$ cat src/rtl/conway_serial_pkg.sv
// Purpose : shared types and helpers for the Conway 1-bit serial link blocks.
// Latency : n/a (types and constant functions only).
// Backpr. : n/a.
// Contents: link_state_e (IDLE/SHIFT) and cnt_width(), the bits-remaining counter width.
package conway_serial_pkg;

    typedef enum logic {
        IDLE  = 1'b0,
        SHIFT = 1'b1
    } link_state_e;

    // The counter must hold values 0..depth inclusive.
    function automatic int cnt_width(input int depth);
        return $clog2(depth + 1);
    endfunction

endpackage

$ cat src/rtl/parallel_to_serial_if.sv
// Purpose : handshake and serial bus between a word source and parallel_to_serial.
// Latency : n/a (wires only).
// Backpr. : READY gates LOAD; HOLD stalls the serial side.
// Ports   : master = word source and serial consumer (drives DATA/LOAD/HOLD);
//           slave  = transmitter (drives READY/DATA_OUT/EN_OUT/DONE).
interface parallel_to_serial_if #(
    parameter int DEPTH = 8
);
    logic [DEPTH-1:0] DATA;
    logic             LOAD;
    logic             READY;
    logic             HOLD;
    logic             DATA_OUT;
    logic             EN_OUT;
    logic             DONE;

    modport master (
        output DATA, LOAD, HOLD,
        input  READY, DATA_OUT, EN_OUT, DONE
    );

    modport slave (
        input  DATA, LOAD, HOLD,
        output READY, DATA_OUT, EN_OUT, DONE
    );
endinterface

$ cat src/rtl/parallel_to_serial.sv
// Purpose : serialises a DEPTH-bit word MSB first, one bit per enabled cycle.
// Latency : first bit valid the cycle after LOAD is accepted; DEPTH cycles per word plus HOLD cycles.
// Backpr. : READY low while a word is in flight (high on the last bit for back-to-back); HOLD stalls shifting.
// Ports   : CLK, RST (sync, active high), link (slave modport: DATA/LOAD/READY in,
//           HOLD stall in, DATA_OUT/EN_OUT serial out, DONE end-of-word pulse).
module parallel_to_serial
    import conway_serial_pkg::*;
#(
    parameter int DEPTH = 8
) (
    input  logic                 CLK,
    input  logic                 RST,
    parallel_to_serial_if.slave  link
);

    localparam int CW = cnt_width(DEPTH);

    link_state_e       state_q;
    logic [DEPTH-1:0]  sreg_q;
    logic [CW-1:0]     count_q;
    logic              done_q;

    logic              xfer;
    logic              last_bit;
    logic              accept;

    // A bit is consumed at every edge where the link is shifting and not stalled.
    assign xfer     = (state_q == SHIFT) && !link.HOLD;
    assign last_bit = xfer && (count_q == CW'(1));
    // READY rises on the last bit so the next word loads with no idle bubble.
    assign accept   = link.LOAD && link.READY;

    assign link.DATA_OUT = sreg_q[DEPTH-1];
    assign link.EN_OUT   = xfer;
    assign link.READY    = (state_q == IDLE) || last_bit;
    assign link.DONE     = done_q;

    always_ff @(posedge CLK) begin
        if (RST) begin
            state_q <= IDLE;
            sreg_q  <= '0;
            count_q <= '0;
            done_q  <= 1'b0;
        end else begin
            if (xfer) begin
                // Zero fill drains sreg, so DATA_OUT reads 0 once the word is gone.
                sreg_q  <= {sreg_q[DEPTH-2:0], 1'b0};
                count_q <= count_q - CW'(1);
                done_q  <= (count_q == CW'(1));
            end else if (state_q == IDLE) begin
                done_q  <= 1'b0;
            end
            // A stalled SHIFT state falls through: sreg, count and DONE hold.

            if (accept) begin
                sreg_q  <= link.DATA;
                count_q <= CW'(DEPTH);
                state_q <= SHIFT;
            end else if (last_bit) begin
                state_q <= IDLE;
            end
        end
    end

endmodule

$ cat src/flat_wrapper.sv
// flat-port wrapper written by rule: the top's interface ports become plain ports
module parallel_to_serial_flat import conway_serial_pkg::*;
#(
    parameter int DEPTH = 8
)
  (CLK, RST, link_DATA, link_LOAD, link_HOLD, link_READY, link_DATA_OUT, link_EN_OUT, link_DONE);
  parallel_to_serial_if #(.DEPTH(DEPTH)) link_i ();
  input  logic CLK;
  input  logic RST;
  input wire logic [$bits(link_i.DATA)-1:0] link_DATA;
  input wire logic [$bits(link_i.LOAD)-1:0] link_LOAD;
  input wire logic [$bits(link_i.HOLD)-1:0] link_HOLD;
  output wire logic [$bits(link_i.READY)-1:0] link_READY;
  output wire logic [$bits(link_i.DATA_OUT)-1:0] link_DATA_OUT;
  output wire logic [$bits(link_i.EN_OUT)-1:0] link_EN_OUT;
  output wire logic [$bits(link_i.DONE)-1:0] link_DONE;
  assign link_i.DATA = link_DATA;
  assign link_i.LOAD = link_LOAD;
  assign link_i.HOLD = link_HOLD;
  assign link_READY = link_i.READY;
  assign link_DATA_OUT = link_i.DATA_OUT;
  assign link_EN_OUT = link_i.EN_OUT;
  assign link_DONE = link_i.DONE;
  parallel_to_serial #(.DEPTH(DEPTH)) u_core (.CLK(CLK), .RST(RST), .link(link_i));
endmodule
$ cat config.mk
export PLATFORM = sky130hd
export DESIGN_NAME = parallel_to_serial_flat
export DESIGN_NICKNAME = d
export VERILOG_FILES = /design/src/rtl/conway_serial_pkg.sv /design/src/rtl/parallel_to_serial_if.sv /design/src/rtl/parallel_to_serial.sv /design/src/flat_wrapper.sv
export SDC_FILE = /design/constraint.sdc
export NUM_CORES = 1
export LEC_CHECK = 0
export CAP_MARGIN = 15
export CORE_MARGIN = 3
export CORE_UTILIZATION = 48
export DETAILED_ROUTE_END_ITERATION = 12
export PLACE_DENSITY_LB_ADDON = 0.3
export SYNTH_ARGS = -nofsm -noshare
export SYNTH_HDL_FRONTEND = slang
export SYNTH_SLANG_ARGS = --single-unit
$ cat constraint.sdc
create_clock -name CLK -period 2.2 [get_ports CLK]
set_input_delay 0.66 -clock CLK [delete_from_list [all_inputs] [get_ports CLK]]
set_output_delay 0.66 -clock CLK [all_outputs]
set_load 0.1 [all_outputs]
Word-level counts from Yosys, hierarchy flattened

Index checks and enable logic that the tools add are counted.

Bits in registers: 14
Output and inout port bits: 4
Word-level logic and storage cells: 25

Add/subtract/negate cells: 1
Eq/ne operators: 2
Muxes and demuxes: 8
Bitwise logic cells: 1
Reduce and logical (&&, ||, !) cells: 8

Operators with widths:

| kind                  | number |
|---|---|
| $mux W8               | 2 |
| $mux W4               | 2 |
| $eq A4 B1 Y1 const B  | 1 |
| $mux W1               | 4 |
| $reduce_bool A2 Y1    | 2 |
| $sub A4 B1 Y4 const B | 1 |
| $logic_and A1 B1 Y1   | 3 |
| $ne A2 B2 Y1 const B  | 1 |
| $reduce_or A2 Y1      | 1 |
| $logic_not A1 Y1      | 1 |
| $logic_or A1 B1 Y1    | 1 |
| $not A1 Y1            | 1 |

Longest topological paths before layout

Depth after elaboration: 6
Gate-level depth with buffers: 6

Least setup slack after synthesis

Ideal clock, no wire load.

Path type: input to output
Start: input port link_HOLD
End: output port link_READY
Arrival time: 2.019 ns
Setup slack: -0.479 ns
Cell stages on the path: 3
Cells stage by stage: or4b_4 -> clkbuf_1 -> nand2_1

Word-level cells in the longest chain between the ends: 4

RTL lines:

| item                | RTL line                 | text |
|---|---|---|
| start, declared     | flat_wrapper.sv:12       | `input wire logic [$bits(link_i.HOLD)-1:0] link_HOLD;` |
| $logic_not A1 Y1    | parallel_to_serial.sv:28 | `assign xfer = (state_q == SHIFT) && !link.HOLD;` |
| $logic_and A1 B1 Y1 | parallel_to_serial.sv:28 |  |
| $logic_and A1 B1 Y1 | parallel_to_serial.sv:29 | `assign last_bit = xfer && (count_q == CW'(1));` |
| $logic_or A1 B1 Y1  | parallel_to_serial.sv:35 | `assign link.READY = (state_q == IDLE) \|\| last_bit;` |
| end, declared       | flat_wrapper.sv:13       | `output wire logic [$bits(link_i.READY)-1:0] link_READY;` |

No other way between the ends.

Worst setup path after layout

Same ends and word-level chain as after synthesis.

==> impl_results.html <==
<table>
<tr><th>Metric</th><th>Value</th></tr>
<tr><th colspan="2">Synth</th></tr>
<tr><td>Proportion of synthesized area in mux cells</td><td>9.36%</td></tr>
<tr><td>Basic-gate share of the synthesized area counting and, or, nand and nor cells</td><td>15.4%</td></tr>
<tr><td>Cell types occupying the most area after synthesis</td><td>sky130_fd_sc_hd__dfxtp_1 37%, sky130_fd_sc_hd__a211oi_2 12%, sky130_fd_sc_hd__mux2i_1 9.4%, sky130_fd_sc_hd__nand2b_1 6.7%, sky130_fd_sc_hd__a21oi_1 6.0%</td></tr>
<tr><td>Top FF cell, synth</td><td>sky130_fd_sc_hd__dfxtp_1</td></tr>
<tr><td>Synthesized area per cell</td><td>9.59 sq um</td></tr>
<tr><td>Share of the synthesized area in compound gates (AO/OA/AOI/OAI)</td><td>about a quarter</td></tr>
<tr><td>Cells after Synth</td><td>78</td></tr>
<tr><td>Main combinational cell family by area after synthesis</td><td>compound AO/OA/AOI/OAI gates</td></tr>
<tr><td>Sequential-to-total area share from yosys stat</td><td>37.5%</td></tr>
<tr><td>Post-Syn Nets</td><td>between 90 and 100</td></tr>
<tr><td>Xor/xnor cell area share of the yosys netlist</td><td>2.34%</td></tr>
<tr><td>Dominant cell type by area after synthesis</td><td>sky130_fd_sc_hd__dfxtp_1</td></tr>
<tr><td>Flop and latch count out of synthesis</td><td>14</td></tr>
<tr><td>Summed instance area of the synthesized netlist</td><td>between 700 and 800 sq um</td></tr>
<tr><td>Share of the synthesized area in the top cell type</td><td>37.5%</td></tr>
<tr><td>Number of enable flip-flop cells after synthesis</td><td>0</td></tr>
<tr><td>Share of flip-flops with an asynchronous set or reset after synthesis</td><td>0%</td></tr>
<tr><td>Library cells used by synthesis</td><td>28</td></tr>
<tr><td>Post-synthesis adder-cell area fraction</td><td>under 10%</td></tr>
<tr><td>Count of synthesis-stage warnings from yosys</td><td>0</td></tr>
<tr><th colspan="2">Floorplanning</th></tr>
<tr><td>I/O pin cnt</td><td>16</td></tr>
<tr><td>Die height</td><td>45.5 um</td></tr>
<tr><td>Die X</td><td>45.5 um</td></tr>
<tr><td>Floorplan Core Area</td><td>approximately 1400 sq um</td></tr>
<tr><td>Number of core rows</td><td>13</td></tr>
<tr><td>DIE AREA</td><td>2070 sq um</td></tr>
<tr><td>Initial Util</td><td>a little over half</td></tr>
<tr><th colspan="2">Placed design</th></tr>
<tr><td>Pre-CTS setup slack</td><td>-346 ps</td></tr>
<tr><td>I/O Buffers</td><td>15</td></tr>
<tr><td>Final GP Congestion</td><td>0.760</td></tr>
<tr><td>Placed wire-length estimate after detailed placement</td><td>1100 um</td></tr>
<tr><th colspan="2">Critical path</th></tr>
<tr><td>Reg2Reg Setup Slack</td><td>370 ps</td></tr>
<tr><td>Endpoint of the most critical setup path</td><td>link_READY</td></tr>
<tr><td>Crit Reg-Reg Startpoint</td><td>u_core.count_q[1]</td></tr>
<tr><td>Start point of the critical path</td><td>link_HOLD</td></tr>
<tr><td>Worst setup EP type</td><td>primary output</td></tr>
<tr><td>Kind of critical path</td><td>in2out</td></tr>
<tr><td>Largest driver fanout on the critical path</td><td>4</td></tr>
<tr><td>Number of cell instances on the worst register-to-register path</td><td>6</td></tr>
<tr><td>Startpoint class of the critical path</td><td>primary input</td></tr>
<tr><td>Critical path arrival</td><td>between 1500 and 2000 ps</td></tr>
<tr><td>WP data required</td><td>1540 ps</td></tr>
<tr><td>Endpoint of the lowest-slack register-to-register path</td><td>u_core.sreg_q[7]</td></tr>
<tr><th colspan="2">Finish</th></tr>
<tr><td>Post-Route Utilization</td><td>73.8%</td></tr>
<tr><td>Number of antenna cells inserted</td><td>0</td></tr>
<tr><td>Share of cells above drive strength 1</td><td>32.0%</td></tr>
<tr><td>Total number of nets in the final design</td><td>116</td></tr>
<tr><td>Most frequent cells in the layout</td><td>12 x sky130_fd_sc_hd__buf_4, 12 x sky130_fd_sc_hd__dfxtp_1, 10 x sky130_fd_sc_hd__clkdlybuf4s50_1, 9 x sky130_fd_sc_hd__a21oi_1, 8 x sky130_fd_sc_hd__nand2b_1</td></tr>
<tr><td>P&amp;R area growth vs syn</td><td>36.5%</td></tr>
<tr><td>Number of filler instances in the final layout</td><td>104</td></tr>
<tr><th colspan="2">Route</th></tr>
<tr><td>Post-Route WL</td><td>between 1500 and 2000 um</td></tr>
<tr><td>Average wire length per cell after detail routing</td><td>approximately 14 um</td></tr>
<tr><td>Antenna viol nets, final</td><td>0</td></tr>
<tr><td>Number of DRC markers in iteration 0</td><td>9</td></tr>
<tr><td>Routed via count</td><td>about 630</td></tr>
<tr><td>Number of vias per cell</td><td>5.49</td></tr>
<tr><td>Total DRC errors in the routed layout</td><td>0</td></tr>
<tr><td>Number of optimization iterations in the first detailed-route pass</td><td>4</td></tr>
<tr><th colspan="2">Pwr</th></tr>
<tr><td>Power density over cell area</td><td>569 nW/um^2</td></tr>
<tr><td>Worst IR Drop VDD</td><td>approximately 0.35 mV</td></tr>
<tr><td>Static Leak</td><td>0.430 nW</td></tr>
<tr><th colspan="2">STA</th></tr>
<tr><td>Highest achievable clock rate</td><td>between 0.4 and 0.5 GHz</td></tr>
<tr><td>Worst slack on hold paths</td><td>473 ps</td></tr>
<tr><td>Min Clock Period, post-route</td><td>2200 ps</td></tr>
<tr><td>Slew at the pin closest to its max-slew limit</td><td>368 ps</td></tr>
<tr><td>Relative slew slack</td><td>75.5%</td></tr>
<tr><td>Endpoints failing setup</td><td>0</td></tr>
<tr><td>Final period utilization</td><td>~100%</td></tr>
<tr><td>Worst Clk Skew</td><td>3.49 ps</td></tr>
<tr><td>Worst setup slack after layout</td><td>between 3 and 4 ps</td></tr>
<tr><td>Final Slew Violations</td><td>0</td></tr>
<tr><td>RSZ-0062 raised after global routing</td><td>yes</td></tr>
<tr><td>Hold violation count in the final report</td><td>0</td></tr>
<tr><th colspan="2">Clocking</th></tr>
<tr><td>Clock-pin transition on the worst setup and hold timing paths</td><td>70 ps</td></tr>
<tr><td>Inserted Clock Buffers</td><td>3</td></tr>
<tr><td>Cell at the root of the clock tree</td><td>sky130_fd_sc_hd__clkbuf_4</td></tr>
<tr><td>CTS H-tree depth</td><td>1</td></tr>
<tr><td>Clock tree from TritonCTS</td><td>yes</td></tr>
<tr><td>Clk_lat worst skew</td><td>270 ps</td></tr>
<tr><td>Clock sinks</td><td>14</td></tr>
<tr><td>Worst-case clock buffer depth</td><td>2</td></tr>
<tr><th colspan="2">Worst hold path</th></tr>
<tr><td>Beginning of the worst hold path</td><td>u_core.link.DONE</td></tr>
<tr><td>Worst hold path type</td><td>reg2reg</td></tr>
<tr><th colspan="2">Status</th></tr>
<tr><td>Outcome</td><td>finished clean</td></tr>
<tr><th colspan="2">GRT</th></tr>
<tr><td>Overall overflow remaining after global route</td><td>0</td></tr>
<tr><td>Overall Global Routing Usage</td><td>18.2%</td></tr>
<tr><td>Global-route wire length before repair</td><td>2620 um</td></tr>
<tr><td>Number of global-route vias before repair</td><td>about 570</td></tr>
<tr><td>Number of antenna violations at the first check in global routing</td><td>0</td></tr>
<tr><td>Maximum number of pins on one net before global-route repair</td><td>15</td></tr>
<tr><th colspan="2">Run</th></tr>
<tr><td>Max Cap Viol</td><td>0</td></tr>
</table>
cell type report:
type | instances | area (sq um) | share of cell area [%]
inverters | 5 | 20.0 | 1.96
repair buffers | 25 | 241 | 23.7
multi-input cells | 53 | 435 | 42.6
well taps | 15 | 18.8 | 1.84
clock buffers | 3 | 22.5 | 2.21
flip-flops and latches | 14 | 283 | 27.7
where the power goes:
part / total (mW) / internal, mW / switching, mW
sequential: 0.282 / 0.272 / 0.0106
combinational: 0.161 / 0.0751 / 0.0863
clock: 0.137 / 0.0633 / 0.0741
kinds of logic (layout without fill, tap and decap cells):
| logic type | Yosys count | count (layout) |
|---|---|---|
| xor gates and xnor gates | 2 | 2 |
| buffers and inverters | 11 | 33 |
| DFF | 14 | 14 |
| AOI/OAI and AO/OA | 23 | 23 |
| and+or+nand+nor | 19 | 19 |
| adders and majority gates | 2 | 2 |
| muxes | 7 | 7 |
layer usage:
metal / part of all wire (%) / track usage, %
met2: 49 / 27.6
met4: 0.76 / 8.77
met1: 45 / 24.3
met5: 0 / 0
met3: 5.2 / 3.56
critical path, stage by stage:
cell                      delay (ps)
sky130_fd_sc_hd__buf_6           100
sky130_fd_sc_hd__or4b_4          530
sky130_fd_sc_hd__nand2_4          90
sky130_fd_sc_hd__buf_12          170
stage by stage:
| stage | cell area (sq um) | TNS (ps) | power, mW | cells |
|---|---|---|---|---|
| after floorplan | 758 | -50.2 | 0.390 | 78 |
| after CTS | 1020 | -13.9 | 0.587 | 115 |
| after global placement | 967 | -2650 | 0.441 | 110 |
| final | 1020 | 0 | 0.581 | 115 |
| after global routing | 1020 | -44.4 | 0.616 | 115 |
| after detailed placement | 967 | -2850 | 0.445 | 110 |
cell usage after synthesis (2+ instances only):
master	instances
sky130_fd_sc_hd__a211oi_2	7
sky130_fd_sc_hd__a21oi_1	9
sky130_fd_sc_hd__clkbuf_1	3
sky130_fd_sc_hd__dfxtp_1	14
sky130_fd_sc_hd__ha_1	2
sky130_fd_sc_hd__inv_1	4
sky130_fd_sc_hd__mux2i_1	7
sky130_fd_sc_hd__nand2_1	2
sky130_fd_sc_hd__nand2b_1	8
sky130_fd_sc_hd__nor2_1	2
sky130_fd_sc_hd__nor3_1	2
sky130_fd_sc_hd__or3_1	2
how the worst min path moves through the flow:
stage | endpoint | depth (start not counted)
CTS | u_core.link.DONE | 2
detailed placement | u_core.link.DONE | 2
floorplan | u_core.count_q[3] | 2
global placement | u_core.link.DONE | 2
finish | u_core.link.DONE | 2
global route | u_core.link.DONE | 2
registers in the layout, indices dropped and copies added, names as in the netlist:
name              flops
u_core.state_q        1
u_core.sreg_q         8
u_core.count_q        4
u_core.link.DONE      1
timing repair:
item                                    4_1_cts  5_1_grt
resized for setup                            10        0
hold buffers                                  0        0
endpoints found under the setup margin        2        1
cloned                                        0        0
pin swaps                                     2        1
setup buffers                                 2        0
Power figures use the tool's default switching activity.
